===== src/rtl/uart_loaded_visitor_counter.sv =====
// Visitor counter top level. A UART receiver loads a program image into an
// internal instruction memory; once the terminator word arrives, a hardware
// visitor counter runs on the GPIO inputs and drives the count out.
//
// state | meaning
// IDLE  | line idle, waiting for a start-bit falling edge
// START | half a bit into the start bit, confirming it is not a glitch
// DATA  | sampling eight data bits LSB first at mid-bit
// STOP  | sampling the stop bit; decides valid / break / framing drop
module uart_loaded_visitor_counter #(
  parameter int          CLK_HZ       = 50000000,
  parameter int          BIT_RATE     = 9600,
  parameter int          CLKS_PER_BIT = CLK_HZ / BIT_RATE,
  parameter int          MEM_DEPTH    = 256,
  parameter logic [31:0] TERMINATOR   = 32'hFFFFFFFF
) (
  input  logic       clk,
  input  logic       resetn,
  input  logic       uart_rxd,
  input  logic       uart_rx_en,
  output logic       uart_rx_break,
  output logic       uart_rx_valid,
  output logic [7:0] uart_rx_data,
  input  logic [1:0] input_gpio_pins,
  output logic [7:0] output_gpio_pins,
  output logic       write_done
);

  localparam int CW = $clog2(CLKS_PER_BIT + 1);
  localparam int AW = $clog2(MEM_DEPTH + 1);
  localparam int IW = (MEM_DEPTH > 1) ? $clog2(MEM_DEPTH) : 1;
  localparam logic [CW-1:0] FULL_BIT = CW'(CLKS_PER_BIT - 1);
  localparam logic [CW-1:0] HALF_BIT = CW'(CLKS_PER_BIT / 2 - 1);

  typedef enum logic [1:0] {IDLE, START, DATA, STOP} rx_state_t;

  rx_state_t     state;
  logic [CW-1:0] bit_cnt;
  logic [2:0]    bit_idx;
  logic [7:0]    shreg;
  logic          rxd_meta, rxd_sync;
  logic [1:0]    gpio_meta, gpio_sync;
  logic          sensor_prev;
  logic [1:0]    byte_idx;
  logic [23:0]   word_buf;
  logic [AW-1:0] addr;
  logic [31:0]   mem [MEM_DEPTH];
  logic [31:0]   full_word;
  logic          word_done;
  logic          mem_we;

  // Two-flop synchronisers; rxd idles high so it resets to 1
  always_ff @(posedge clk) begin
    if (resetn) begin
      rxd_meta  <= 1'b1;
      rxd_sync  <= 1'b1;
      gpio_meta <= 2'b00;
      gpio_sync <= 2'b00;
    end else begin
      rxd_meta  <= uart_rxd;
      rxd_sync  <= rxd_meta;
      gpio_meta <= input_gpio_pins;
      gpio_sync <= gpio_meta;
    end
  end

  // UART receive FSM with a down-counting bit timer
  always_ff @(posedge clk) begin
    if (resetn) begin
      state         <= IDLE;
      bit_cnt       <= '0;
      bit_idx       <= '0;
      shreg         <= '0;
      uart_rx_valid <= 1'b0;
      uart_rx_break <= 1'b0;
      uart_rx_data  <= '0;
    end else begin
      uart_rx_valid <= 1'b0;
      uart_rx_break <= 1'b0;
      case (state)
        IDLE: begin
          if (uart_rx_en && !rxd_sync) begin
            state   <= START;
            bit_cnt <= HALF_BIT;
          end
        end
        START: begin
          if (bit_cnt != '0) begin
            bit_cnt <= bit_cnt - 1'b1;
          end else if (!rxd_sync) begin
            state   <= DATA;
            bit_cnt <= FULL_BIT;
            bit_idx <= '0;
          end else begin
            state <= IDLE;
          end
        end
        DATA: begin
          if (bit_cnt != '0) begin
            bit_cnt <= bit_cnt - 1'b1;
          end else begin
            shreg   <= {rxd_sync, shreg[7:1]};
            bit_cnt <= FULL_BIT;
            if (bit_idx == 3'd7) state <= STOP;
            else bit_idx <= bit_idx + 1'b1;
          end
        end
        STOP: begin
          if (bit_cnt != '0) begin
            bit_cnt <= bit_cnt - 1'b1;
          end else begin
            if (rxd_sync) begin
              uart_rx_data  <= shreg;
              uart_rx_valid <= 1'b1;
            end else if (shreg == 8'h00) begin
              uart_rx_break <= 1'b1;
            end
            state <= IDLE;
          end
        end
        default: state <= IDLE;
      endcase
    end
  end

  // The fourth byte of a word completes it together with the three buffered ones
  assign full_word = {uart_rx_data, word_buf};
  assign word_done = uart_rx_valid && !write_done && (byte_idx == 2'd3);
  assign mem_we    = word_done && (full_word != TERMINATOR) && (addr < AW'(MEM_DEPTH));

  // Loader: pack little-endian bytes into words, detect terminator, saturate address
  always_ff @(posedge clk) begin
    if (resetn) begin
      write_done <= 1'b0;
      byte_idx   <= '0;
      word_buf   <= '0;
      addr       <= '0;
    end else if (uart_rx_valid && !write_done) begin
      byte_idx <= byte_idx + 1'b1;
      if (byte_idx != 2'd3) begin
        word_buf <= {uart_rx_data, word_buf[23:8]};
      end else if (full_word == TERMINATOR) begin
        write_done <= 1'b1;
      end else if (mem_we) begin
        addr <= addr + 1'b1;
      end
    end
  end

  // Instruction memory write port; contents need no reset
  always_ff @(posedge clk) begin
    if (mem_we) mem[addr[IW-1:0]] <= full_word;
  end

  // Visitor counter: armed rising edges of the sensor, only after loading
  always_ff @(posedge clk) begin
    if (resetn) begin
      sensor_prev      <= 1'b0;
      output_gpio_pins <= '0;
    end else begin
      sensor_prev <= gpio_sync[1];
      if (!write_done) output_gpio_pins <= '0;
      else if (gpio_sync[1] && !sensor_prev && gpio_sync[0])
        output_gpio_pins <= output_gpio_pins + 1'b1;
    end
  end

endmodule


===== config.mk =====
export PLATFORM = sky130hd
export DESIGN_NAME = uart_loaded_visitor_counter
export DESIGN_NICKNAME = d
export VERILOG_FILES = /design/src/rtl/uart_loaded_visitor_counter.sv
export SDC_FILE = /design/constraint.sdc
export NUM_CORES = 1
export LEC_CHECK = 0
export ABC_AREA = 1
export CORE_ASPECT_RATIO = 1.4
export CORE_MARGIN = 2
export CORE_UTILIZATION = 58
export CTS_BUF_LIST = sky130_fd_sc_hd__clkbuf_8 sky130_fd_sc_hd__clkbuf_16
export DETAILED_ROUTE_END_ITERATION = 8
export MAX_ROUTING_LAYER = met4
export PLACE_DENSITY = 0.9
export SETUP_SLACK_MARGIN = 0.3
export SYNTH_ARGS = -nofsm -noshare
export SYNTH_HDL_FRONTEND = slang
export SYNTH_SLANG_ARGS = --single-unit

===== constraint.sdc =====
create_clock -name clk -period 1.82 [get_ports clk]
set_input_delay 0.182 -clock clk [delete_from_list [all_inputs] [get_ports clk]]
set_output_delay 0.182 -clock clk [all_outputs]
set_load 0.005 [all_outputs]

==> results of run 1 <==
-- stage by stage --
step | util [%] | power (mW)
3_3_place_gp | 66.1 | 3.90
3_5_place_dp | 66.1 | 4.01
6_report | 78.4 | 6.49
4_1_cts | 72.1 | 5.56
2_1_floorplan | - | 3.57
5_1_grt | 78.4 | 6.76
-- registers in the layout, summed over array words and instances, names as in the netlist, 3 cells and up, named ones only --
signal            flops
shreg                 8
bit_idx               3
output_gpio_pins      8
word_buf             24
uart_rx_data          8
bit_cnt              13
-- kinds of logic (layout without fill, tap and decap cells) --
kind of cell | Yosys count | after routing | synth area share, %
XOR/XNOR | 7 | 7 | 1.74
flip-flops | 78 | 78 | 44.2
adder cells (fa/ha/maj) | 11 | 11 | 3.90
buffers and inverters | 100 | 161 | 10.9
AND/OR/NAND/NOR | 166 | 166 | 22.4
AO/OA/AOI/OAI | 114 | 114 | 16.9
-- report_power, final --
group | internal, mW | total, mW | switching [mW]
clock network | 0.654 | 1.35 | 0.695
registers | 1.87 | 2.04 | 0.169
logic | 1.20 | 3.10 | 1.90
total | 3.72 | 6.49 | 2.76
-- cell type report --
class / instances / area (sq um)
clock buffer: 9 / 124
clock inverter: 7 / 82.6
fill: 382 / 1260
inverter: 86 / 334
multi-input combinational: 298 / 1850
sequential: 78 / 1580
tap: 70 / 87.6
timing repair buffer: 59 / 542
-- how the worst min path moves through the flow --
stage | to | slack [ps] | start | depth (start not counted)
4_1_cts | gpio_meta[1] | 340 | input_gpio_pins[1] | 3
3_3_place_gp | rxd_sync | 390 | rxd_meta | 1
3_5_place_dp | gpio_sync[1] | 390 | gpio_meta[1] | 2
6_report | gpio_meta[0] | 340 | input_gpio_pins[0] | 3
5_1_grt | gpio_meta[0] | 340 | input_gpio_pins[0] | 3
2_1_floorplan | rxd_meta | 290 | uart_rxd | 1
-- per-layer routing --
| layer | routed length (microns) | part of all wire [%] | track usage (%) |
|---|---|---|---|
| met1 | 3580 | 37 | 25.3 |
| met2 | 5180 | 53 | 45.6 |
| met3 | 526 | 5.4 | 4.92 |
| met4 | 457 | 4.7 | 13.9 |
| met5 | 0 | 0 | - |
-- worst max-delay path, delay by kind of cell (launching register included) --
| family | cells | cell delay [ps] |
|---|---|---|
| AOI/OAI and AO/OA | 2 | 380 |
| adders and majority gates | 1 | 190 |
| buffers and inverters | 3 | 360 |
| DFF | 1 | 360 |
| and+or+nand+nor | 3 | 350 |
-- Yosys cell counts, types with 2 or more instances --
library cell	number	area (sq um)
a21oi_1	47	235
a21oi_2	4	35.0
clkbuf_1	12	45.0
dfxtp_1	78	1560
ha_1	11	138
inv_1	84	315
nand2_1	57	214
nand3_1	11	55.1
nand3_2	4	40.0
nand4_1	11	68.8
nor2_1	58	218
nor2_4	2	22.5
nor3_1	7	35.0
nor3b_1	3	22.5
nor4_1	4	25.0
o21a_1	3	22.5
o21ai_0	56	280
o21ai_1	2	10.0
or2_2	3	18.8
xor2_1	6	52.6
-- repair_timing --
action	CTS	global route
buffers inserted	7	18
hold buffers	0	0
gates resized for setup	29	91
pin swaps	10	27
endpoints found under the setup margin	53	40
==> impl_metrics.yaml, run 1 <==
outcome:
  status: "finished, final reports clean"
sta:
  worst_pin_slew_ps: 408
  slew_viol_final: 0
  hold_violations: 0
  skew_ps: 7.58
  fmax_ghz: 0.571
  setup_viol: 0
  finalSetupTns_ps: 0
  fin_ws_ps: 67.5
  fin_crit_sh_pct: 96.3
  worst_hold_slack_ps: 343
  maxSlewHeadroom_pct: 72.8
  rsz0062_at_grt: "true"
  min_period_ps: 1750
floorplan:
  die_y_microns: 96.4
  num_rows: 33
  die_w_microns: 70.0
  initial_core_util_pct: 60.3
  io_pins: 25
  floorplan.die_area_sq_mm: 0.00674
  core_sq_mm: 0.00586
clock_network:
  cts_buffers: 9
  clk_latency_ps: 350
  clock-sinks: 78
  htreeDepth: 3
  cts_tree: "built"
  clockBufferDepth: 2
  cts_root_buf: "clkbuf_8"
  clk_pin_slew_ps: 90
routing:
  wl_per_cell_microns: 16.1
  drt_iter0_drc: 317
  drt_first_pass_iters: 5
  viasPerCell: 5.64
  postRouteAntennaNets: 0
  drcViolationCount: 0
  vias: 3425
  wirelength_microns: 9750
layout:
  antennaDiodeCount: 0
  layout_commonest_cell: "inv_1"
  area_growth_pct: 30.1
  stdcell_count: 607
  final_cell_mix: "76 x inv_1, 68 x dfxtp_1, 43 x nor2_1, 43 x nand2_1"
  layout-drive-gt1-share_pct: 26.1
  stdcell_area_sq_mm: 0.00460
  nets: 549
worst_setup_path:
  crit_path_max_fanout: 4
  worst_ep_arrival_time_ps: 2000
  reg2reg_depth: 9
  path_class: "flip-flop to flip-flop"
  path_cells: "inv_2 > ha_4 > clkinvlp_4 > nor2_2 > inv_1 > o22ai_1 > nand2_2 > o21ai_0 > nor2_1"
  r2r-end: "bit_idx[1]"
  required_ps: 2070
  startpoint: "state[0]"
  max_stage_delay_ps: 360
  crit_path_end_kind: "flip-flop"
  crit_end: "bit_idx[1]"
  reg2reg_slack_ps: 70
  crit_slowest_cell: "dfxtp_2"
  regToRegStartpoint: "state[0]"
  start_kind: "flip-flop"
logic_synthesis:
  syn-cell-area_sq_mm: 0.00353
  syn_nets: 493
  yosysUniqueCellTypes: 33
  ys.flop_type: "dfxtp_1"
  yosysSeqAreaShare_pct: 44.2
  synth-seq-cells: 78
  yosys_warnings: 0
  syn_area_per_cell_sq_um: 7.42
  ys_async_sr_fraction_pct: 0
  synth_edf_count: 0
  syn_inst: 476
place:
  place_inst: 566
  place_congestion: 0.899
  place_area_sq_mm: 0.00387
  dp_hpwl_microns: 5130
  dp_slack_ps: 158
  io_buffers: 24
grt:
  overflow: 0
  grt_pass1_wl_microns: 13000
  grt_max_degree: 49
  first_global_vias: 3021
  antenna_found_initial: 0
  track_usage_pct: 25.1
worst_hold_path:
  worstHoldPathType: "primary input to flip-flop"
power:
  ir_drop_v: 0.00134
  p_leak_nw: 1.81
  powerDensity_mw_per_mm2: 1410
flow_run:
  cap_violations: 0
(Power assumes the default switching activity.)
==> run 2: changes to the inputs <==
--- a/config.mk
+++ b/config.mk
@@ -12,7 +12,8 @@
 export CTS_BUF_LIST = sky130_fd_sc_hd__clkbuf_8 sky130_fd_sc_hd__clkbuf_16
 export DETAILED_ROUTE_END_ITERATION = 8
 export MAX_ROUTING_LAYER = met4
-export PLACE_DENSITY = 0.9
+export PLACE_DENSITY = 0.83
+export RECOVER_POWER = 50
 export SETUP_SLACK_MARGIN = 0.3
 export SYNTH_ARGS = -nofsm -noshare
 export SYNTH_HDL_FRONTEND = slang
==> constraint.sdc (replaced) <==
create_clock -name clk -period 1.82 [get_ports clk]
set_input_delay 0.182 -clock clk [delete_from_list [all_inputs] [get_ports clk]]
set_output_delay 0.182 -clock clk [all_outputs]
set_load 0.01 [all_outputs]
==> run 2 against run 1 <==
  * Utilization fell by 1.7 points
  * Sequential cell count did not move
  * Critical path depth shrank 2
  * Cell count down 0.66%
  * Via count down 3.9%
  * Clock power decreased by 4%
==> impl_metrics.yaml, run 2 (same netlist as run 1, synthesis figures left out) <==
routing:
  drt_first_pass_iters: 4
  postRouteAntennaNets: 0
  wirelength_microns: 8680
  drt_iter0_drc: 200
  drcViolationCount: 0
  viasPerCell: 5.46
  wl_per_cell_microns: 14.4
  vias: 3290
floorplan:
  die_w_microns: 70.0
  initial_core_util_pct: 60.3
  num_rows: 33
  die_y_microns: 96.4
  io_pins: 25
  core_sq_mm: 0.00586
  floorplan.die_area_sq_mm: 0.00674
worst_setup_path:
  crit_path_max_fanout: 6
  max_stage_delay_ps: 380
  crit_path_end_kind: "flip-flop"
  required_ps: 2070
  reg2reg_slack_ps: 140
  path_class: "flip-flop to flip-flop"
  regToRegStartpoint: "state[0]"
  crit_buf_inv: 1
  crit_slowest_cell: "dfxtp_4"
  crit_family: "simple AND/OR/NAND/NOR gates"
  start_kind: "flip-flop"
  path_cells: "ha_1 > inv_1 > nand3_1 > nand2_2 > nand4_1 > o21ai_2 > nor2_1"
  worst_ep_arrival_time_ps: 1930
  reg2reg_depth: 7
grt:
  antenna_found_initial: 0
  overflow: 0
  grt_pass1_wl_microns: 13400
  track_usage_pct: 25.6
  first_global_vias: 3107
  grt_max_degree: 26
clock_network:
  clk_pin_slew_ps: 80
  hold_buffers: 0
  cts_tree: "built"
  clk_latency_ps: 360
  cts_root_buf: "clkbuf_8"
  cts_buffers: 9
  clockBufferDepth: 2
  clock-sinks: 78
  htreeDepth: 3
power:
  power.share.switching_pct: 41.4
  power.share.combinational_pct: 47.0
  seqPwrFrac_pct: 32.5
  ir_drop_v: 0.00127
  p_leak_nw: 1.82
  power.internal_mw: 3.68
  clockPowerShare_pct: 20.5
  powerDensity_mw_per_mm2: 1400
  p_sw_mw: 2.60
layout:
  largest-register: "word_buf"
  seq_area_sq_mm: 0.00158
  top_regs: "word_buf: 24 flops, bit_cnt: 13 flops"
  final_cell_mix: "78 x inv_1, 67 x dfxtp_1, 46 x nor2_1"
  nets: 545
  largest_reg_flops: 24
  area_growth_pct: 27.4
  fillers: 405
  antennaDiodeCount: 0
  layout-drive-gt1-share_pct: 24.2
  multi_input_area_sq_mm: 0.00184
  layout_commonest_cell: "inv_1"
sta:
  fmax_ghz: 0.597
  slew_viol_final: 0
  worst_pin_slew_ps: 513
  finalSetupTns_ps: 0
  rsz0062_at_grt: "true"
  hold_violations: 0
  maxSlewHeadroom_pct: 65.8
  min_period_ps: 1680
  worst_hold_slack_ps: 348
  fin_crit_sh_pct: 92.1
  skew_ps: 9.61
  setup_viol: 0
worst_hold_path:
  whs_path_depth: 3
  min_to: "gpio_meta[0]"
  hp-start: "input_gpio_pins[0]"
  worstHoldPathType: "primary input to flip-flop"
flow_run:
  cap_violations: 0
place:
  place_congestion: 0.872
  dp_hpwl_microns: 5130
  io_buffers: 24
outcome:
  status: "finished, final reports clean"
## run 2: cell types whose count changed in the layout (fill, tap and decap cells not counted), moves of 4 or more
| cell | previous run | this run |
|---|---|---|
| buf_4 | 24 | 18 |
| clkbuf_1 | 0 | 5 |
| dlygate4sd3_1 | 0 | 10 |
| buf_6 | 9 | 5 |
| clkdlybuf4s50_1 | 24 | 12 |
| nand2_1 | 43 | 38 |
| nand2_2 | 10 | 17 |
## run 2: timing repair
action | in CTS | in global routing
endpoints found under the setup margin | 36 | 41
cloned | 1 | 1
endpoints found under the hold margin | 0 | 0
buffers inserted | 8 | 6
pin swaps | 8 | 28
gates resized for setup | 27 | 91
## run 2: worst min-delay path, cell delays in order
cell and delay, ps:
clkdlybuf4s50_1 390, inv_1 50, nor2_1 30
## run 2: worst max-delay path by stage
stage | start | end | slack (ps) | cells after the start
global placement | uart_rx_en | bit_cnt[4] | 210 | 7
global route | state[0] | flip-flop | 50 | 7
detailed placement | bit_cnt[0] | bit_cnt[0] | 160 | 9
floorplan | bit_cnt[0] | bit_cnt[0] | 340 | 9
CTS | bit_cnt[0] | state[0] | 290 | 10
finish | state[0] | flip-flop | 140 | 7
## run 2: stage by stage
| stage | util (%) | instances | total power, mW | area [sq um] | setup WS [ps] |
|---|---|---|---|---|---|
| CTS | 72.2 | 596 | 5.59 | 4230 | 289 |
| floorplan | - | 476 | 3.57 | 3530 | 343 |
| detailed placement | 66.7 | 571 | 3.95 | 3910 | 160 |
| global route | 76.8 | 603 | 6.62 | 4500 | 47.9 |
| global placement | 66.7 | 571 | 3.87 | 3910 | 211 |
| finish | 76.8 | 603 | 6.28 | 4500 | 144 |
## run 2: cell type report
class | count | share of cell area, %
clock buffer | 9 | 2.75
clock inverter | 7 | 1.47
inverter | 86 | 7.40
multi-input combinational | 300 | 41.0
sequential | 78 | 35.1
tap | 70 | 1.95
timing repair buffer | 53 | 10.3
## run 2: power by group through the flow
stage	clock network (mW)	logic (mW)	registers, mW
finish	1.29	2.95	2.04
global route	1.36	3.21	2.05
CTS	1.28	2.34	1.98
detailed placement	0	1.95	2.00
global placement	0	1.87	2.00
floorplan	0	1.58	1.98
## run 2: layer usage
layer  GRT usage, %  vias to the layer above  wire length, microns
met1           27.1                     1529                  3490
met5              -                        -                     0
met3           3.25                       28                   329
met2           47.1                       92                  4600
met4           13.0                        0                   261
li1               -                     1641                     -
